===== src/rtl/erase_engine.sv =====
// Bulk-erase engine: fills an EOL/EOS/LINE/SCREEN region of the character ring
// buffer with FILL_CHAR, one cell per clock, relative to the scroll offset.
module erase_engine #(
  parameter int         ROW_BITS  = 5,
  parameter int         COL_BITS  = 7,
  parameter int         ADDR_BITS = 11,
  parameter int         ROWS      = 24,
  parameter int         COLS      = 80,
  parameter logic [7:0] FILL_CHAR = 8'h20
) (
  input  logic                 clk,
  input  logic                 reset,
  input  logic                 cmd_valid,
  output logic                 cmd_ready,
  input  logic [1:0]           cmd_mode,
  input  logic [COL_BITS-1:0]  cmd_x,
  input  logic [ROW_BITS-1:0]  cmd_y,
  input  logic [ADDR_BITS-1:0] first_char,
  output logic [7:0]           new_char,
  output logic [ADDR_BITS-1:0] new_char_address,
  output logic                 new_char_wen,
  output logic                 busy,
  output logic                 done
);

  localparam int AW1 = ADDR_BITS + 1;
  localparam logic [AW1-1:0] RING   = AW1'(ROWS * COLS);
  localparam logic [AW1-1:0] COLS_W = AW1'(COLS);
  localparam logic [AW1-1:0] ROWS_W = AW1'(ROWS);

  localparam logic [1:0] MODE_EOL    = 2'd0;
  localparam logic [1:0] MODE_EOS    = 2'd1;
  localparam logic [1:0] MODE_LINE   = 2'd2;
  localparam logic [1:0] MODE_SCREEN = 2'd3;

  typedef enum logic [1:0] {IDLE, SETUP, WRITE, DONE} state_t;

  state_t               state, state_nxt;
  logic [1:0]           mode_q;
  logic [COL_BITS-1:0]  x_q;
  logic [ROW_BITS-1:0]  y_q;
  logic [ADDR_BITS-1:0] fc_q;
  logic [ADDR_BITS-1:0] addr_q;
  logic [AW1-1:0]       left_q;

  logic [AW1-1:0]       row, col, sum, start_n, addr_p1;
  logic [ADDR_BITS-1:0] start_a, addr_nxt;

  function automatic logic [COL_BITS-1:0] clamp_x(input logic [COL_BITS-1:0] v);
    return (int'(v) > COLS - 1) ? COL_BITS'(COLS - 1) : v;
  endfunction

  function automatic logic [ROW_BITS-1:0] clamp_y(input logic [ROW_BITS-1:0] v);
    return (int'(v) > ROWS - 1) ? ROW_BITS'(ROWS - 1) : v;
  endfunction

  // Region geometry from the snapshot; valid while in SETUP
  always_comb begin
    row     = AW1'(y_q);
    col     = AW1'(x_q);
    start_n = COLS_W - AW1'(x_q);
    case (mode_q)
      MODE_EOL:    start_n = COLS_W - AW1'(x_q);
      MODE_EOS:    start_n = (ROWS_W - AW1'(y_q)) * COLS_W - AW1'(x_q);
      MODE_LINE: begin
        col     = '0;
        start_n = COLS_W;
      end
      MODE_SCREEN: begin
        row     = '0;
        col     = '0;
        start_n = RING;
      end
      default:     start_n = COLS_W - AW1'(x_q);
    endcase
    // first_char < RING and the offset < RING, so one subtraction folds the sum
    sum      = AW1'(fc_q) + row * COLS_W + col;
    start_a  = ADDR_BITS'((sum >= RING) ? sum - RING : sum);
    addr_p1  = AW1'(addr_q) + AW1'(1);
    addr_nxt = ADDR_BITS'((addr_p1 == RING) ? '0 : addr_p1);
  end

  always_comb begin
    state_nxt = state;
    case (state)
      IDLE:    if (cmd_valid) state_nxt = SETUP;
      SETUP:   state_nxt = WRITE;
      WRITE:   if (left_q == AW1'(1)) state_nxt = DONE;
      DONE:    state_nxt = IDLE;
      default: state_nxt = IDLE;
    endcase
  end

  always_ff @(posedge clk) begin
    if (reset) begin
      state  <= IDLE;
      addr_q <= '0;
      left_q <= '0;
    end else begin
      state <= state_nxt;
      if (state == SETUP) begin
        addr_q <= start_a;
        left_q <= start_n;
      end else if (state == WRITE) begin
        addr_q <= addr_nxt;
        left_q <= left_q - AW1'(1);
      end
    end
  end

  // Command snapshot: later input changes must not disturb a running erase
  always_ff @(posedge clk) begin
    if (state == IDLE && cmd_valid) begin
      mode_q <= cmd_mode;
      x_q    <= clamp_x(cmd_x);
      y_q    <= clamp_y(cmd_y);
      fc_q   <= first_char;
    end
  end

  assign cmd_ready        = (state == IDLE);
  assign new_char_wen     = (state == WRITE);
  assign busy             = (state == SETUP) || (state == WRITE);
  assign done             = (state == DONE);
  assign new_char         = FILL_CHAR;
  assign new_char_address = addr_q;

endmodule


===== config.mk =====
export PLATFORM = sky130hd
export DESIGN_NAME = erase_engine
export DESIGN_NICKNAME = d
export VERILOG_FILES = /design/src/rtl/erase_engine.sv
export SDC_FILE = /design/constraint.sdc
export NUM_CORES = 1
export LEC_CHECK = 0
export ABC_CLOCK_PERIOD_IN_PS = 5650
export CELL_PAD_IN_SITES_DETAIL_PLACEMENT = 1
export CELL_PAD_IN_SITES_GLOBAL_PLACEMENT = 1
export CORE_AREA = 3 3 103 105
export CTS_CLUSTER_DIAMETER = 80
export DETAILED_ROUTE_END_ITERATION = 7
export DIE_AREA = 0 0 106 108
export PLACE_DENSITY_LB_ADDON = 0.1
export SKIP_LAST_GASP = 1
export SYNTH_ARGS = -nofsm -noshare
export SYNTH_HDL_FRONTEND = slang
export SYNTH_SLANG_ARGS = --single-unit

===== constraint.sdc =====
create_clock -name clk -period 5.65 [get_ports clk]
set_input_delay 0.8475 -clock clk [delete_from_list [all_inputs] [get_ports clk]]
set_output_delay 0.8475 -clock clk [all_outputs]
set_load 0.02 [all_outputs]

* Word level (Yosys, flattened, before mapping) *
Cells that the tools add are included.

word-level totals
  bits in latches = 0
  word-level logic and storage cells = 49
  register bits = 50
  input port bits = 28
  bits in read-only memories = 0
  memory bits (writable) = 0
  output and inout port bits = 23
  memories kept = 0

cells by class
  divide/modulo/power cells = 0
  multiply operators = 2
  bitwise operators = 0
  reduce and logical (&&, ||, !) cells = 7
  shift-type cells = 0
  equal/unequal tests = 10
  multiplexer cells = 12
  order comparisons = 3
  add/sub/neg operators = 8

operators by type and width
  cell                                                                                    count
  12-bit case mux with 4 select lines                                                     1
  11-bit 2-to-1 mux                                                                       4
  12-bit by 3-bit multiplier with 8-bit output (second input constant)                    2
  12-bit 2-to-1 mux                                                                       2
  11-bit by 1-bit adder with 12-bit output (second input constant)                        1
  11-bit by 12-bit adder with 12-bit output                                               1
  12-bit by 7-bit adder with 12-bit output                                                1
  12-bit by 1-bit equality test with 1-bit output (second input constant)                 1
  12-bit by 11-bit equality test with 1-bit output (second input constant)                1
  12-bit by 11-bit greater-or-equal comparator with 1-bit output (second input constant)  1
  12-bit by 1-bit subtractor with 12-bit output (second input constant)                   1
  12-bit by 7-bit subtractor with 12-bit output                                           1
  11-bit subtractor (second input constant)                                               1
  2-bit equality test (second input constant)                                             4
  2-bit case mux with 4 select lines                                                      1
  7-bit by 7-bit subtractor with 8-bit output (first input constant)                      1
  7-bit > comparator (second input constant)                                              1
  7-bit 2-to-1 mux                                                                        1
  5-bit by 5-bit subtractor with 6-bit output (first input constant)                      1
  5-bit > comparator (second input constant)                                              1
  5-bit 2-to-1 mux                                                                        1
  2-bit by 1-bit equality test with 1-bit output (second input constant)                  2
  2-bit logical NOT                                                                       2
  2-bit 2-to-1 mux                                                                        2
  other kinds (7)                                                                         7

* Logic depth before layout (Yosys ltp) *
  word-level depth = 8
  gate-level depth with buffers = 17
  depth with buffers taken out = 16

* Worst setup path before layout *
Ideal clock, no wire load.

  path kind = register to register
  start point = register mode_q[1]
  end point = register addr_q[7] (netlist: new_char_address[7])
  slack = 1642 ps
  stages on the path, launching flop included = 16
  required time = 5528 ps
  path buffers = 2
  period minus slack after synthesis = 4008 ps
  arrival time = 3886 ps
  library setup time = 122 ps
  cell sequence = edfxtp_1 > clkbuf_1 > clkbuf_1 > a21oi_1 > ha_1 > ha_1 > fa_1 > ha_1 > ha_1 > and3_1 > o2111a_1 > a311oi_1 > o211ai_1 > or3_1 > a41oi_1 > o21ai_0

on the way
  cells in the longest elaborated chain, start to end = 8
  elaborated cells between the ends (all ways) = 12
  classes of those cells = 3 x add/sub; 1 x mul; 1 x order compare; 2 x eq/ne; 4 x mux; 1 x reduce/logical

ends and longest elaborated chain
  item                                                                                                        line  RTL
  start, declared                                                                                             39    logic [1:0] mode_q;
  start signal, assigned                                                                                      114   mode_q <= cmd_mode;
  2-bit equality test                                                                                         62    case (mode_q)
  5-bit 2-to-1 mux                                                                                            62
  12-bit by 3-bit multiplier with 8-bit output                                                                77    sum = AW1'(fc_q) + row * COLS_W + col;
  11-bit by 12-bit adder with 12-bit output                                                                   77
  12-bit by 7-bit adder with 12-bit output (*)                                                                77
  11-bit subtractor / 12-bit by 11-bit greater-or-equal comparator with 1-bit output (equally long branches)  78    start_a = ADDR_BITS'((sum >= RING) ? sum - RING : sum);
  11-bit 2-to-1 mux (*)                                                                                       78
  11-bit 2-to-1 mux (*)                                                                                       101   if (state == SETUP) begin
  end signal, assigned                                                                                        102   addr_q <= start_a;
  end signal, assigned                                                                                        105   addr_q <= addr_nxt;
  end, declared                                                                                               43    logic [ADDR_BITS-1:0] addr_q;

Every way passes the cells marked *; elsewhere a longest branch is shown, timed or not.
A chain may end at the register's enable or synchronous reset.

* Worst setup path after layout *
  start point = register mode_q[1]
  end point = register addr_q[8] (netlist: new_char_address[8])

Same word-level chain as after synthesis.

==> results_dict.tcl <==
set metrics [dict create \
    combinationalPowerShare 0.718 \
    drt-initial-drc-count 105 \
    critical_path.startpoint_type "register" \
    p_sw_mw 1.57 \
    worst_ir_drop_on_vdd_mv 0.313 \
    cts_resized 0 \
    post-route-cell-area_um2 4740 \
    drc_errors 0 \
    cts_num_sinks 50 \
    design.die.area_um2 11400 \
    endpoint_kind "register" \
    ctsLongestPathBuffers 2 \
    insertedDiodeCount 0 \
    globalRouteTotalUtil 0.187 \
    cts.htree.levels 2 \
    drtAntennaViolNets 0 \
    die_w_um 106 \
    design_internal_power_mw 1.52 \
    critical_path_required_time_ns 5.82 \
    core.rowCount 36 \
    initial_utilization 0.427 \
    hold_path.class "register to register" \
    critical_path.max_fanout 18 \
    fin_cells 640 \
    status "finished, final reports clean" \
    boundaryPins 51 \
    placement_stage_cell_area_um2 4650 \
    synth_async_sr_flop_share 0 \
    final.setup_skew_ns 0.00979 \
    place.detailed.instances 632 \
    synthesis.yosys.warnings 0 \
    grt_max_degree 46 \
    gpl.final_weighted_congestion 0.885 \
    critical_path_class "register to register" \
    swShare 0.508 \
    static-leakage-power_nw 1.81 \
    synth_area_per_cell_um2 8.76 \
    synth_simple_gate_area_frac 0.196 \
    min_period_over_period 0.806 \
    dp_hpwl_mm 8.41 \
    initial_antenna_violation_count 0 \
    fmax_mhz 220 \
    port_buffers 42 \
    clock_insertion_delay_worst_skew_ns 0.30 \
    synthFlopType "edfxtp_1" \
    synth-edff-count 25 \
    synth.cell_area_um2 4150 \
    synthAdderAreaFrac 0.165 \
    total_power_mw 3.09 \
    timing_worst_slew_pin_value_ns 1.15 \
    critPathArrivalTime_ns 4.73 \
    synth-xor-area-share 0.0612 \
    report.final.hold_viol_count 0 \
    postLayoutSetupSlackWorst_ns 1.10 \
    slew_headroom 0.230 \
    cts_post_setup_buffers_inserted 0 \
    post_route_cells_drive_above_1_share 0.0493 \
    grt_pass1_vias 3628 \
    place_worst_setup_slack_ns 1.10 \
    netlist-cell-type-count 67 \
    power.density_nw_per_um2 652 \
    seq_area_frac_synth 0.301 \
    detailroute.via_count 3556 \
    max_cap_check_violation_count 0 \
    floorplan.core_area_um2 9730 \
    clock_tree_from_tritoncts "done" \
    vias_per_cell 5.56 \
    layout_area_overhead_pct 14.2 \
    rsz0062_at_grt "false" \
    routedWlPerCell_um 16.4 \
    power.sequential.fraction 0.211 \
    fin_hold_ws_ns 0.489 \
    synthCells 474 \
    path_clk_slew_ns 0.10 \
    setup_violations 0 \
    ff_latch_count_synth 50 \
    grt_remaining_overflow 0 \
    pwr-share-clk 0.071 \
    fin_crit_ns 4.55 \
    detail_route.first_pass.iterations 4 \
    tritoncts.num_buffers 5 \
    synth.mux.area_fraction 0.00724 \
    ctsRootBufferMaster "clkbuf_8" \
    postCtsHoldBufs 0 \
    grt_pass1_wl_mm 17.6 \
    combinational_family_with_the_most_area_after_synthesis "compound AO/OA/AOI/OAI gates" \
    die_height_um 108 \
    wirelength_mm 10.5 \
    drv_slew 0 \
    totalNegativeSetupSlack_ns 0 \
    layout.core_utilization 0.487 \
    nNetsFinal 585 \
    synth-compound-area-share 0.215 \
]
## area by class of cell
| cell class | instances | area, um^2 |
|---|---|---|
| sequential | 50 | 1250 |
| timing repair buffer | 45 | 443 |
| inverter | 23 | 86.3 |
| clock buffer | 8 | 90.1 |
| tap | 133 | 166 |
| multi-input combinational | 381 | 2700 |
| fill | 1177 | 4990 |
## critical path: stages, from the launching register on
cell and delay, ns:
edfxtp_1 0.67, nand2_1 0.24, and2_1 0.25, ha_1 0.30, ha_1 0.23, fa_1 0.44
ha_1 0.28, ha_1 0.40, and3_1 0.26, o2111a_1 0.15, a311oi_1 0.29, o211ai_1 0.21
o31a_1 0.35, o221ai_1 0.21, o21ai_0 0.13
## registers in the layout, indices dropped and copies added, names as in the netlist
| register | count |
|---|---|
| mode_q | 2 |
| left_q | 12 |
| state | 2 |
| y_q | 5 |
| new_char_address | 11 |
| x_q | 7 |
| fc_q | 11 |
## routing by layer
metal	part of all wire	routed length, um	track usage	vias to the layer above
li1	-	-	-	1792
met1	0.47	4980	0.249	1675
met2	0.48	5010	0.331	79
met3	0.037	390	0.0251	10
met4	0.0095	100	0.0324	0
met5	0	0	0	-
## synth_stat cells, types with 2 or more instances
library cell	number	area, um^2
nand2_1	25	93.8
or2_2	3	18.8
xor2_1	11	96.3
o31ai_1	4	30.0
o211ai_1	4	30.0
nand3b_1	4	30.0
o21ai_0	42	210
xnor2_1	18	158
a22oi_1	7	52.6
a311oi_1	4	35.0
nor4_1	8	50.1
buf_2	2	10.0
o41ai_1	2	17.5
dfxtp_1	25	500
or3_1	4	25.0
ha_1	45	563
a21oi_1	29	145
o31a_1	2	17.5
fa_1	6	120
edfxtp_1	25	751
nand3_1	9	45.0
o22ai_1	4	25.0
and3_1	2	12.5
and2_1	6	37.5
o32a_2	2	22.5
nand2b_1	11	68.8
a211oi_1	7	52.6
a21o_1	4	30.0
mux2i_1	3	30.0
o21a_1	4	30.0
nor2_1	43	161
nor3b_1	6	45.0
clkbuf_1	15	56.3
inv_1	22	82.6
nor3_1	16	80.1
nor2b_1	8	50.1
a41oi_1	2	17.5
conb_1	2	7.51
o32ai_1	2	17.5
buf_4	9	67.6
## final timing paths
kind,startpoint,end,slack (ns),cells past startpoint
worst min register to register,left_q[5],left_q[5],0.49,2
worst max register to register,mode_q[1],new_char_address[8],1.10,14
worst min-delay path,left_q[5],left_q[5],0.49,2
worst max-delay path,mode_q[1],new_char_address[8],1.10,14
## placed cells by master (no fill, tap or decap), types with 4 or more instances in the layout
master           instances
nor2b_1                  8
nand2_1                 25
nor3_1                  16
nor4_1                   8
dfxtp_1                 25
and2_1                   6
o21ai_0                 42
fa_1                     6
clkbuf_8                 6
o211ai_1                 4
or3_1                    4
nor3b_1                  6
nand3b_1                 4
o22ai_1                  4
clkdlybuf4s50_1         42
xnor2_1                 18
a21oi_1                 29
conb_1                   8
a22oi_1                  7
a211oi_1                 7
inv_1                   22
edfxtp_1                25
o21a_1                   4
a311oi_1                 4
ha_1                    45
a21o_1                   4
xor2_1                  11
nand3_1                  9
o31ai_1                  4
nand2b_1                11
nor2_1                  43
## logic make-up after synthesis
group                    after synthesis
AO/OA/AOI/OAI                        135
XOR/XNOR                              29
adder cells (fa/ha/maj)               51
buffers and inverters                 49
flip-flops                            50
multiplexers                           3
other                                  2
AND/OR/NAND/NOR                      155
## power groups by stage
stage / registers [mW] / clock network, mW / logic [mW]
6_report: 0.651 / 0.219 / 2.22
5_1_grt: 0.674 / 0.239 / 2.51
4_1_cts: 0.651 / 0.223 / 2.24
3_5_place_dp: 0.660 / 0 / 2.22
3_3_place_gp: 0.653 / 0 / 2.15
2_1_floorplan: 0.640 / 0 / 1.66
(Power assumes the default switching activity.)
